$ cat src/rtl/noc_link_bridge.sv
// Single-clock repeater between two NoC async-FIFO link ports: reads the remote
// FIFO on the ingress side and acts as the FIFO writer toward the peer on egress.
module noc_link_bridge #(
  parameter int unsigned PACKET_SIZE = 128,
  parameter int unsigned AWIDTH      = 3,
  parameter int unsigned SYNC_STAGES = 2
) (
  input  logic                   clk_i,
  input  logic                   reset_n_i,
  input  logic                   en_i,
  input  logic [PACKET_SIZE-1:0] in_data_i,
  input  logic [AWIDTH:0]        in_waddr_i,
  output logic [AWIDTH:0]        in_raddr_o,
  output logic [PACKET_SIZE-1:0] out_data_o,
  output logic [AWIDTH:0]        out_waddr_o,
  input  logic [AWIDTH:0]        out_raddr_i,
  output logic [AWIDTH:0]        fill_level_o,
  output logic [31:0]            pkt_cnt_o
);

  localparam int unsigned PW    = AWIDTH + 1;
  localparam int unsigned DEPTH = 1 << AWIDTH;

  function automatic logic [PW-1:0] bin2gray(input logic [PW-1:0] b);
    return b ^ (b >> 1);
  endfunction

  function automatic logic [PW-1:0] gray2bin(input logic [PW-1:0] g);
    logic [PW-1:0] b;
    b[PW-1] = g[PW-1];
    for (int i = PW - 2; i >= 0; i--) b[i] = b[i+1] ^ g[i];
    return b;
  endfunction

  // Low AWIDTH bits of gray2bin(g): the buffer index of a Gray pointer.
  function automatic logic [AWIDTH-1:0] gray2idx(input logic [PW-1:0] g);
    logic [AWIDTH-1:0] idx;
    logic              acc;
    acc = g[PW-1];
    for (int i = AWIDTH - 1; i >= 0; i--) begin
      acc    = acc ^ g[i];
      idx[i] = acc;
    end
    return idx;
  endfunction

  logic [PW-1:0]          ws_sync_q [SYNC_STAGES];
  logic [PW-1:0]          rs_sync_q [SYNC_STAGES];
  logic [PW-1:0]          rbin_q, rbin_d;
  logic [PW-1:0]          wbin_q, wbin_d;
  logic [PW-1:0]          rgray_q, wgray_q;
  logic [PW-1:0]          fill_q, fill_d;
  logic [31:0]            pkt_cnt_q, pkt_cnt_d;
  logic [PACKET_SIZE-1:0] mem_q [DEPTH];

  logic [PW-1:0] ws_gray, rs_gray;
  logic          ingress_empty, egress_full, xfer;

  assign ws_gray = ws_sync_q[SYNC_STAGES-1];
  assign rs_gray = rs_sync_q[SYNC_STAGES-1];

  assign ingress_empty = (rgray_q == ws_gray);
  assign egress_full   = (wgray_q == {~rs_gray[AWIDTH:AWIDTH-1], rs_gray[AWIDTH-2:0]});
  assign xfer          = en_i & ~ingress_empty & ~egress_full;

  // Pointer, fill and counter next-state.
  always_comb begin
    rbin_d    = rbin_q;
    wbin_d    = wbin_q;
    pkt_cnt_d = pkt_cnt_q;
    fill_d    = wbin_q - gray2bin(rs_gray);
    if (xfer) begin
      rbin_d    = rbin_q + PW'(1);
      wbin_d    = wbin_q + PW'(1);
      pkt_cnt_d = pkt_cnt_q + 32'(1);
    end
  end

  always_ff @(posedge clk_i or negedge reset_n_i) begin
    if (!reset_n_i) begin
      for (int i = 0; i < int'(SYNC_STAGES); i++) begin
        ws_sync_q[i] <= '0;
        rs_sync_q[i] <= '0;
      end
      rbin_q    <= '0;
      wbin_q    <= '0;
      rgray_q   <= '0;
      wgray_q   <= '0;
      fill_q    <= '0;
      pkt_cnt_q <= '0;
    end else begin
      ws_sync_q[0] <= in_waddr_i;
      rs_sync_q[0] <= out_raddr_i;
      for (int i = 1; i < int'(SYNC_STAGES); i++) begin
        ws_sync_q[i] <= ws_sync_q[i-1];
        rs_sync_q[i] <= rs_sync_q[i-1];
      end
      rbin_q    <= rbin_d;
      wbin_q    <= wbin_d;
      rgray_q   <= bin2gray(rbin_d);
      wgray_q   <= bin2gray(wbin_d);
      fill_q    <= fill_d;
      pkt_cnt_q <= pkt_cnt_d;
    end
  end

  // Egress storage is not reset; entries are only read after being written.
  always_ff @(posedge clk_i) begin
    if (xfer) mem_q[wbin_q[AWIDTH-1:0]] <= in_data_i;
  end

  assign out_data_o   = mem_q[gray2idx(out_raddr_i)];
  assign in_raddr_o   = rgray_q;
  assign out_waddr_o  = wgray_q;
  assign fill_level_o = fill_q;
  assign pkt_cnt_o    = pkt_cnt_q;

endmodule
$ cat config.mk
export PLATFORM = sky130hd
export DESIGN_NAME = noc_link_bridge
export DESIGN_NICKNAME = d
export VERILOG_FILES = /design/src/rtl/noc_link_bridge.sv
export SDC_FILE = /design/constraint.sdc
export NUM_CORES = 1
export LEC_CHECK = 0
export BUFFER_PORTS_ARGS = -buffer_cell sky130_fd_sc_hd__buf_2
export CORE_MARGIN = 10
export CORE_UTILIZATION = 42
export CTS_BUF_LIST = sky130_fd_sc_hd__clkbuf_16
export CTS_CLUSTER_DIAMETER = 30
export DETAILED_ROUTE_END_ITERATION = 8
export PLACE_DENSITY = 0.59
export SLEW_MARGIN = 20
export SYNTH_ARGS = -nofsm -noshare
export SYNTH_HDL_FRONTEND = slang
export SYNTH_SLANG_ARGS = --single-unit
$ cat constraint.sdc
create_clock -name clk_i -period 18.64 [get_ports clk_i]
set_clock_uncertainty 0.1 [all_clocks]
set_input_delay 1.864 -clock clk_i [delete_from_list [all_inputs] [get_ports clk_i]]
set_output_delay 1.864 -clock clk_i [all_outputs]
set_load 0.02 [all_outputs]
**Word level (Yosys, flattened, before mapping)**

Memory sizes are Yosys's and may differ from the RTL's.
Index checks and enable logic that the tools add are counted.

- Bits in registers: 68
- RAM bits: 1024
- Bits of input ports: 139
- Output and inout bits: 172
- Word-level logic and storage cells: 34
- Memories: 1

Memory list:

| memory | words | width | read ports | clocked after Yosys merged registers in | write ports | line | source |
|---|---|---|---|---|---|---|---|
| mem_q | 8 | 128 | 1 | 0 | 1 | 54 | `logic [PACKET_SIZE-1:0] mem_q [DEPTH];` |

- Add/subtract/negate cells: 4
- Equal/unequal tests: 2
- Multiplexer cells: 4
- Bitwise operators: 13

Operators with widths:

| cell | number |
|---|---|
| $add 32x1->32 const B | 1 |
| $add 4x1->4 const B | 2 |
| $eq 4x4->1 | 2 |
| $mux 4 | 2 |
| $xor 4x3->4 | 2 |
| $xor 1x1->1 | 6 |
| $sub 4x4->4 | 1 |
| $and 1x1->1 | 2 |
| $mux 1 | 2 |
| $not 1->1 | 2 |
| $not 2->2 | 1 |

**Logic depth before layout (Yosys ltp)**

Gate-level depths: netlist of the first run.

- Depth in word-level cells: 6
- Gate-level depth with buffers: 8
- Gate-level depth less buffers: 8

**Least setup slack after synthesis of the first run**

Ideal clock, no wire load.

- Path kind: input to register
- Start point: input port en_i
- End point: memory mem_q[2][0], enable pin
- Setup time: 0.929 ns
- Arrival time: 14.385 ns
- Required time: 17.611 ns
- Slack: 3.226 ns
- Stages on the path: 4
- Path buffers: 1
- Cell sequence: o41a_1 > nand2_1 > buf_2 > nor4_1

- Cells in the longest elaborated chain, start to end: 4

RTL lines:

| element | line | source |
|---|---|---|
| start, declared | 10 | `input logic en_i,` |
| $and 1x1->1 (2 in series) | 64 | `assign xfer = en_i & ~ingress_empty & ~egress_full;` |
| $mux 1 | 109 | `if (xfer) mem_q[wbin_q[AWIDTH-1:0]] <= in_data_i;` |
| $mux 1 (implied by the code) | 109 |  |
| end, declared | 54 |  |

Every way passes these cells.

**Final worst setup path of the first run**

- Start point: input port out_raddr_i[1]
- End point: output port out_data_o[19]

- Cells in the longest elaborated chain, start to end: 3

RTL lines:

| element | line | source |
|---|---|---|
| start, declared | 16 | `input logic [AWIDTH:0] out_raddr_i,` |
| $xor 1x1->1 * | 41 | `acc = acc ^ g[i];` |
| $xor 1x1->1 | 41 |  |
| $mem_v2 8x128 * | n/a |  |
| end, declared | 14 | `output logic [PACKET_SIZE-1:0] out_data_o,` |

Mark *: on every way between the ends. The rest lies on a longest branch, timed or not.

==> results of run 1 <==
## through the flow
stage	setup WS, ns	instance area [um2]	util	instances	power [mW]
after floorplan	3.226	41140	-	1731	3.844
after global placement	11.26	44320	0.4569	3270	4.102
final	11.35	51730	0.5334	3676	7.849
after detailed placement	11.31	44320	0.4569	3270	4.133
after global routing	11.09	51730	0.5333	3675	8.158
after CTS	11.31	51720	0.5333	3673	7.955
## power groups by stage
stage          Combinational, mW  Clock (mW)  Sequential [mW]
3_5_place_dp               0.926           0             3.21
6_report                   0.900        3.79             3.16
3_3_place_gp               0.917           0             3.18
4_1_cts                    0.930        3.86             3.17
2_1_floorplan              0.543           0             3.30
5_1_grt                    0.976        3.99             3.19
## cell families (layout without fill, tap and decap cells)
| family | Yosys count | count (layout) | share of synthesized area |
|---|---|---|---|
| flops | 1090 | 1090 | 0.7876 |
| buf+inv | 88 | 754 | 0.008820 |
| other cells | 0 | 3 | 0 |
| fa+ha+maj | 7 | 7 | 0.002311 |
| mux | 385 | 385 | 0.1754 |
| simple gates | 88 | 88 | 0.01113 |
| xor+xnor | 59 | 59 | 0.01256 |
| compound gates | 14 | 14 | 0.002159 |
## worst min path at each step
stage | to | slack [ns] | cells past startpoint
global placement | rs_gray[0] | 0.23 | 0
detailed placement | rs_gray[1] | 0.23 | 0
global route | rs_gray[1] | 0.25 | 0
floorplan | rs_gray[0] | 0.23 | 0
finish | rs_gray[1] | 0.24 | 0
CTS | rs_gray[1] | 0.24 | 0
## cell usage in the layout (no fill, tap or decap), drive strengths merged, types with 6 or more instances in the layout
master / instances
a21oi: 6
and3: 7
buf: 342
bufinv: 27
clkbuf: 217
clkinv: 99
clkinvlp: 21
dfrtp: 66
edfxtp: 1024
ha: 6
inv: 48
mux2: 128
mux4: 256
nand2: 28
nand3: 12
nand4: 8
nor2: 7
nor3: 9
nor4: 7
xnor2: 34
xor2: 25
## layer usage
layer  up-vias  wire, um  GRT usage
met5         -       121          0
met2       539     44800     0.2639
li1       8353         -          -
met3       154      5946    0.05088
met1     10380     38740     0.2168
met4        22      1644    0.05160
## layout make-up
type	count	area [um2]	area share
clock inverters	186	1974	0.03817
repair buffers	342	1849	0.03575
diodes	3	7.507	0.0001451
well taps	1276	1597	0.03086
multi-input cells	553	8439	0.1631
inverters	9	33.78	0.0006530
clock buffers	217	5430	0.1050
flip-flops and latches	1090	32400	0.6263
==> results_dict.tcl, run 1 <==
set metrics [dict create \
    antenna_found_initial 19 \
    setup_tns_ns 0 \
    post_drt_via_cell_ratio 5.291 \
    timing.rr.start "wbin_q[3]" \
    end_kind "output pin" \
    synth.top_cells.by_area "edfxtp_1, mux4_2, dfrtp_1, mux2_2, xnor2_1" \
    synth-seq-cells 1090 \
    p_comb_frac 0.115 \
    rr_endpoint "mem_q[2][40]" \
    timing.hold.ws_ns 0.2423 \
    cap_violations 0 \
    core_area_mm2 0.09699 \
    area_delta_synth_final_pct 25.75 \
    postRouteAntennaNets 0 \
    rsz0062_at_grt "no" \
    synth.most_common_cell "edfxtp_1" \
    cts-buffers-inserted 215 \
    cp_data_required_time_ns 16.68 \
    cpLargestDelayFamily "buffers and inverters" \
    max_stage_delay_ns 0.83 \
    grt_max_degree 129 \
    crit_fanout 72 \
    syn_nets 1877 \
    reg2regPathDepth 7 \
    tightest_slew_ns 1.052 \
    cp_num_buf_inv 4 \
    cp.arrival_ns 5.32 \
    reg2reg_setup_slack_ns 14.08 \
    seq_power_share 0.403 \
    largest_register_ffs 1024 \
    dpl.hpwl_um 48640 \
    wl_per_cell_um 24.82 \
    crit_chain "buf_8, buf_4, buf_4, mux4_2, mux2_2, buf_2" \
    drive_gt1_frac 0.4556 \
    syn_area_per_cell_um2 23.77 \
    worstHoldPathType "reg -> reg" \
    synth-seq-area-share 0.7876 \
    ys.flop_type "edfxtp_1" \
    cp-endpoint "out_data_o[19]" \
    p_per_area_mw_per_mm2 151.7 \
    critical-path-slowest-cell "buf_4" \
    outcome "complete, no violations" \
    post-route-period-util 0.3910 \
    nFillCells 7467 \
    syn_area_mm2 0.04114 \
    cts.clk_slew.worst_paths_ns 0.05 \
    yosysTopAreaCell "edfxtp_1" \
    cts_resized 0 \
    die_h_um 333.0 \
    num_vias 19450 \
    min_from "rs_sync_q[5]" \
    intPower_mw 5.886 \
    die_w_um 333.0 \
    synthDistinctLibCells 35 \
    drc_errors 0 \
    cts_tree "built" \
    grt_pass1_wl_um 137800 \
    dieArea_mm2 0.1109 \
    drt_pass1_iterations 5 \
    place_congestion 0.7399 \
    io_buffers 310 \
    async_reset_ff_frac 0.06055 \
    ir_worst_vdd_v 0.00008964 \
    relSlewSlack 0.2985 \
    cpMostUsedCell "buf_4" \
    max_freq_ghz 0.1372 \
    start_util 0.4241 \
    postCtsSetupBuffers 0 \
    synthTopCellsByCount "edfxtp_1, mux4_2, mux2_2" \
    grt_pass1_vias 21410 \
    switchingPower_mw 1.963 \
    cts_hold_buf 0 \
    hold_viol 0 \
    startpoint_type "input port" \
    cp.depth 6 \
    p_leak_nw 17.83 \
    synth_cells 1731 \
    cts-root-buf "clkbuf_16" \
    synth_edf_count 1024 \
    first_iter_violations 1242 \
    overflow 0 \
    layout.nets 2357 \
    yosys_warnings 0 \
    critical_path.startpoint "out_raddr_i[1]" \
    setup_violations 0 \
    clockBufferDepth 3 \
    path_class "in -> out" \
    grt_usage 0.1655 \
    row_count 114 \
    maxSlewViolCount 0 \
    clk_latency_ns 0.77 \
    wl_um 91260 \
    cts_sinks 1090 \
    post-synth-top-area-fraction 0.7474 \
    htreeDepth 4 \
    io_pins 311 \
    layout_min_cycle_time_ns 7.288 \
    p_clk_frac 0.483 \
    swShare 0.2501 \
]
Power figures use the tool's default switching activity.
==> run 2: changes to the inputs <==
PLACE_DENSITY = 0.61   (was 0.59)
clock period = 6.4 ns   (was 18.64 ns; I/O delays follow)
==> results_dict.tcl, run 2 (same netlist as run 1, synthesis figures left out) <==
set metrics [dict create \
    max_stage_delay_ns 0.58 \
    post_drt_via_cell_ratio 5.210 \
    die_w_um 333.0 \
    grt_max_degree 115 \
    hold_viol 0 \
    path_class "in -> out" \
    postRouteAntennaNets 0 \
    io_buffers 310 \
    core_area_mm2 0.09699 \
    htreeDepth 4 \
    timing.hold.ws_ns 0.05620 \
    p_per_area_mw_per_mm2 430.0 \
    clockBufferDepth 3 \
    grt_pass1_wl_um 138500 \
    maxSlewViolCount 0 \
    place_congestion 0.7760 \
    placedCellCount 3272 \
    crit_fanout 33 \
    cts_tree "built" \
    drive_gt1_frac 0.4352 \
    row_count 114 \
    overflow 0 \
    num_vias 19740 \
    rsz0062_at_grt "no" \
    first_iter_violations 1311 \
    drt_pass1_iterations 5 \
    postCtsSetupBuffers 0 \
    grt_usage 0.1647 \
    startpoint_type "input port" \
    relSlewSlack 0.3411 \
    io_pins 311 \
    cts-root-buf "clkbuf_16" \
    cts.clk_slew.worst_paths_ns 0.05 \
    cts_sinks 1090 \
    cap_violations 0 \
    cpLargestDelayFamily "buffers and inverters" \
    grt-busiest-layer "met2" \
    clk_latency_ns 0.77 \
    cpMostUsedCell "buf_2" \
    cp.arrival_ns 3.14 \
    layout.nets 2467 \
    largest_register_ffs 1024 \
    worstHoldPathType "in -> reg" \
    grt.met3_usage 0.05001 \
    instances_no_fill 3789 \
    end_kind "output pin" \
    area_delta_synth_final_pct 28.62 \
    layout_common_cells "edfxtp_1, buf_2, mux4_2, clkbuf_16, mux2_2" \
    dieArea_mm2 0.1109 \
    start_util 0.4241 \
    grt_pass1_vias 21640 \
    critical-path-slowest-cell "mux4_2" \
    setup_violations 0 \
    cp_num_buf_inv 4 \
    ir_worst_vdd_v 0.0002820 \
    wl_per_cell_um 23.98 \
    use_met1 0.2113 \
    tightest_slew_ns 0.9810 \
    wl_um 90870 \
    layout_min_cycle_time_ns 3.883 \
    use_met2 0.2648 \
    drc_errors 0 \
    antenna_found_initial 19 \
    dpl.hpwl_um 48380 \
    cp_data_required_time_ns 5.66 \
    die_h_um 333.0 \
    max_freq_ghz 0.2575 \
    outcome "complete, no violations" \
    crit_chain "dlygate4sd3_1, buf_2, xor2_4, buf_4, mux4_2, mux2_2, buf_2" \
    cts-buffers-inserted 211 \
    final_common_cell "edfxtp_1" \
    p_leak_nw 18.29 \
    post-route-period-util 0.6067 \
]
-- run 2: cell count changes in the layout (fill, tap and decap cells not counted), sizes merged --
| cell | change |
|---|---|
| buf | +2 |
| bufinv | -2 |
| clkbuf | -5 |
| clkinv | -7 |
| clkinvlp | +6 |
| diode | +3 |
| dlygate4sd3 | +112 |
| inv | +4 |
-- run 2: timing repair --
item | 4_1_cts | 5_1_grt
endpoints found under the hold margin | 730 | 0
hold buffers | 112 | 0
resized for setup | 0 | 0
-- run 2: layout make-up --
cell class | count | area (um2)
tap | 1276 | 1597
sequential | 1090 | 32400
antenna | 6 | 15.01
inverter | 9 | 33.78
clock inverter | 187 | 1937
timing repair buffer | 456 | 3136
clock buffer | 212 | 5305
multi-input combinational | 553 | 8488
fill | 7334 | 44080
-- run 2: path summary, 6_finish.rpt --
kind | start | to | slack [ns] | cells after the start
setup / recovery | out_raddr_i[2] | out_data_o[88] | 2.52 | 7
hold / removal | in_data_i[26] | mem_q[1][26] | 0.06 | 1
setup reg to reg | wbin_q[3] | mem_q[0][92] | 2.85 | 6
hold reg to reg | rs_sync_q[4] | rs_gray[0] | 0.24 | 0
max in group asynchronous | reset_n_i | pkt_cnt_o[18] | 4.93 | 3
min in group asynchronous | reset_n_i | pkt_cnt_o[2] | 0.35 | 2
-- run 2: per-layer routing --
| layer | share of wire | routed length (um) |
|---|---|---|
| met3 | 0.066 | 6024 |
| met2 | 0.49 | 44920 |
| met1 | 0.42 | 37860 |
| met5 | 0.0014 | 127 |
| met4 | 0.021 | 1934 |
-- run 2: power breakdown --
group | internal, mW | total [mW] | switching (mW) | leakage [nW]
logic | 0.983 | 2.72 | 1.74 | 4.62
clock network | 7.08 | 10.8 | 3.74 | 3.55
registers | 8.93 | 9.21 | 0.282 | 10.1
-- run 2: per-stage QoR --
step / total power, mW / worst slack, ns / util / TNS, ns / cell area, um2
3_3_place_gp: 12.00 / 2.645 / 0.4591 / 0 / 44530
6_report: 22.75 / 2.517 / 0.5455 / 0 / 52910
5_1_grt: 23.64 / 2.443 / 0.5455 / 0 / 52910
4_1_cts: 23.05 / 2.487 / 0.5454 / 0 / 52900
2_1_floorplan: 11.06 / -2.441 / - / -945.34 / 41180
3_5_place_dp: 12.08 / 2.639 / 0.4591 / 0 / 44530
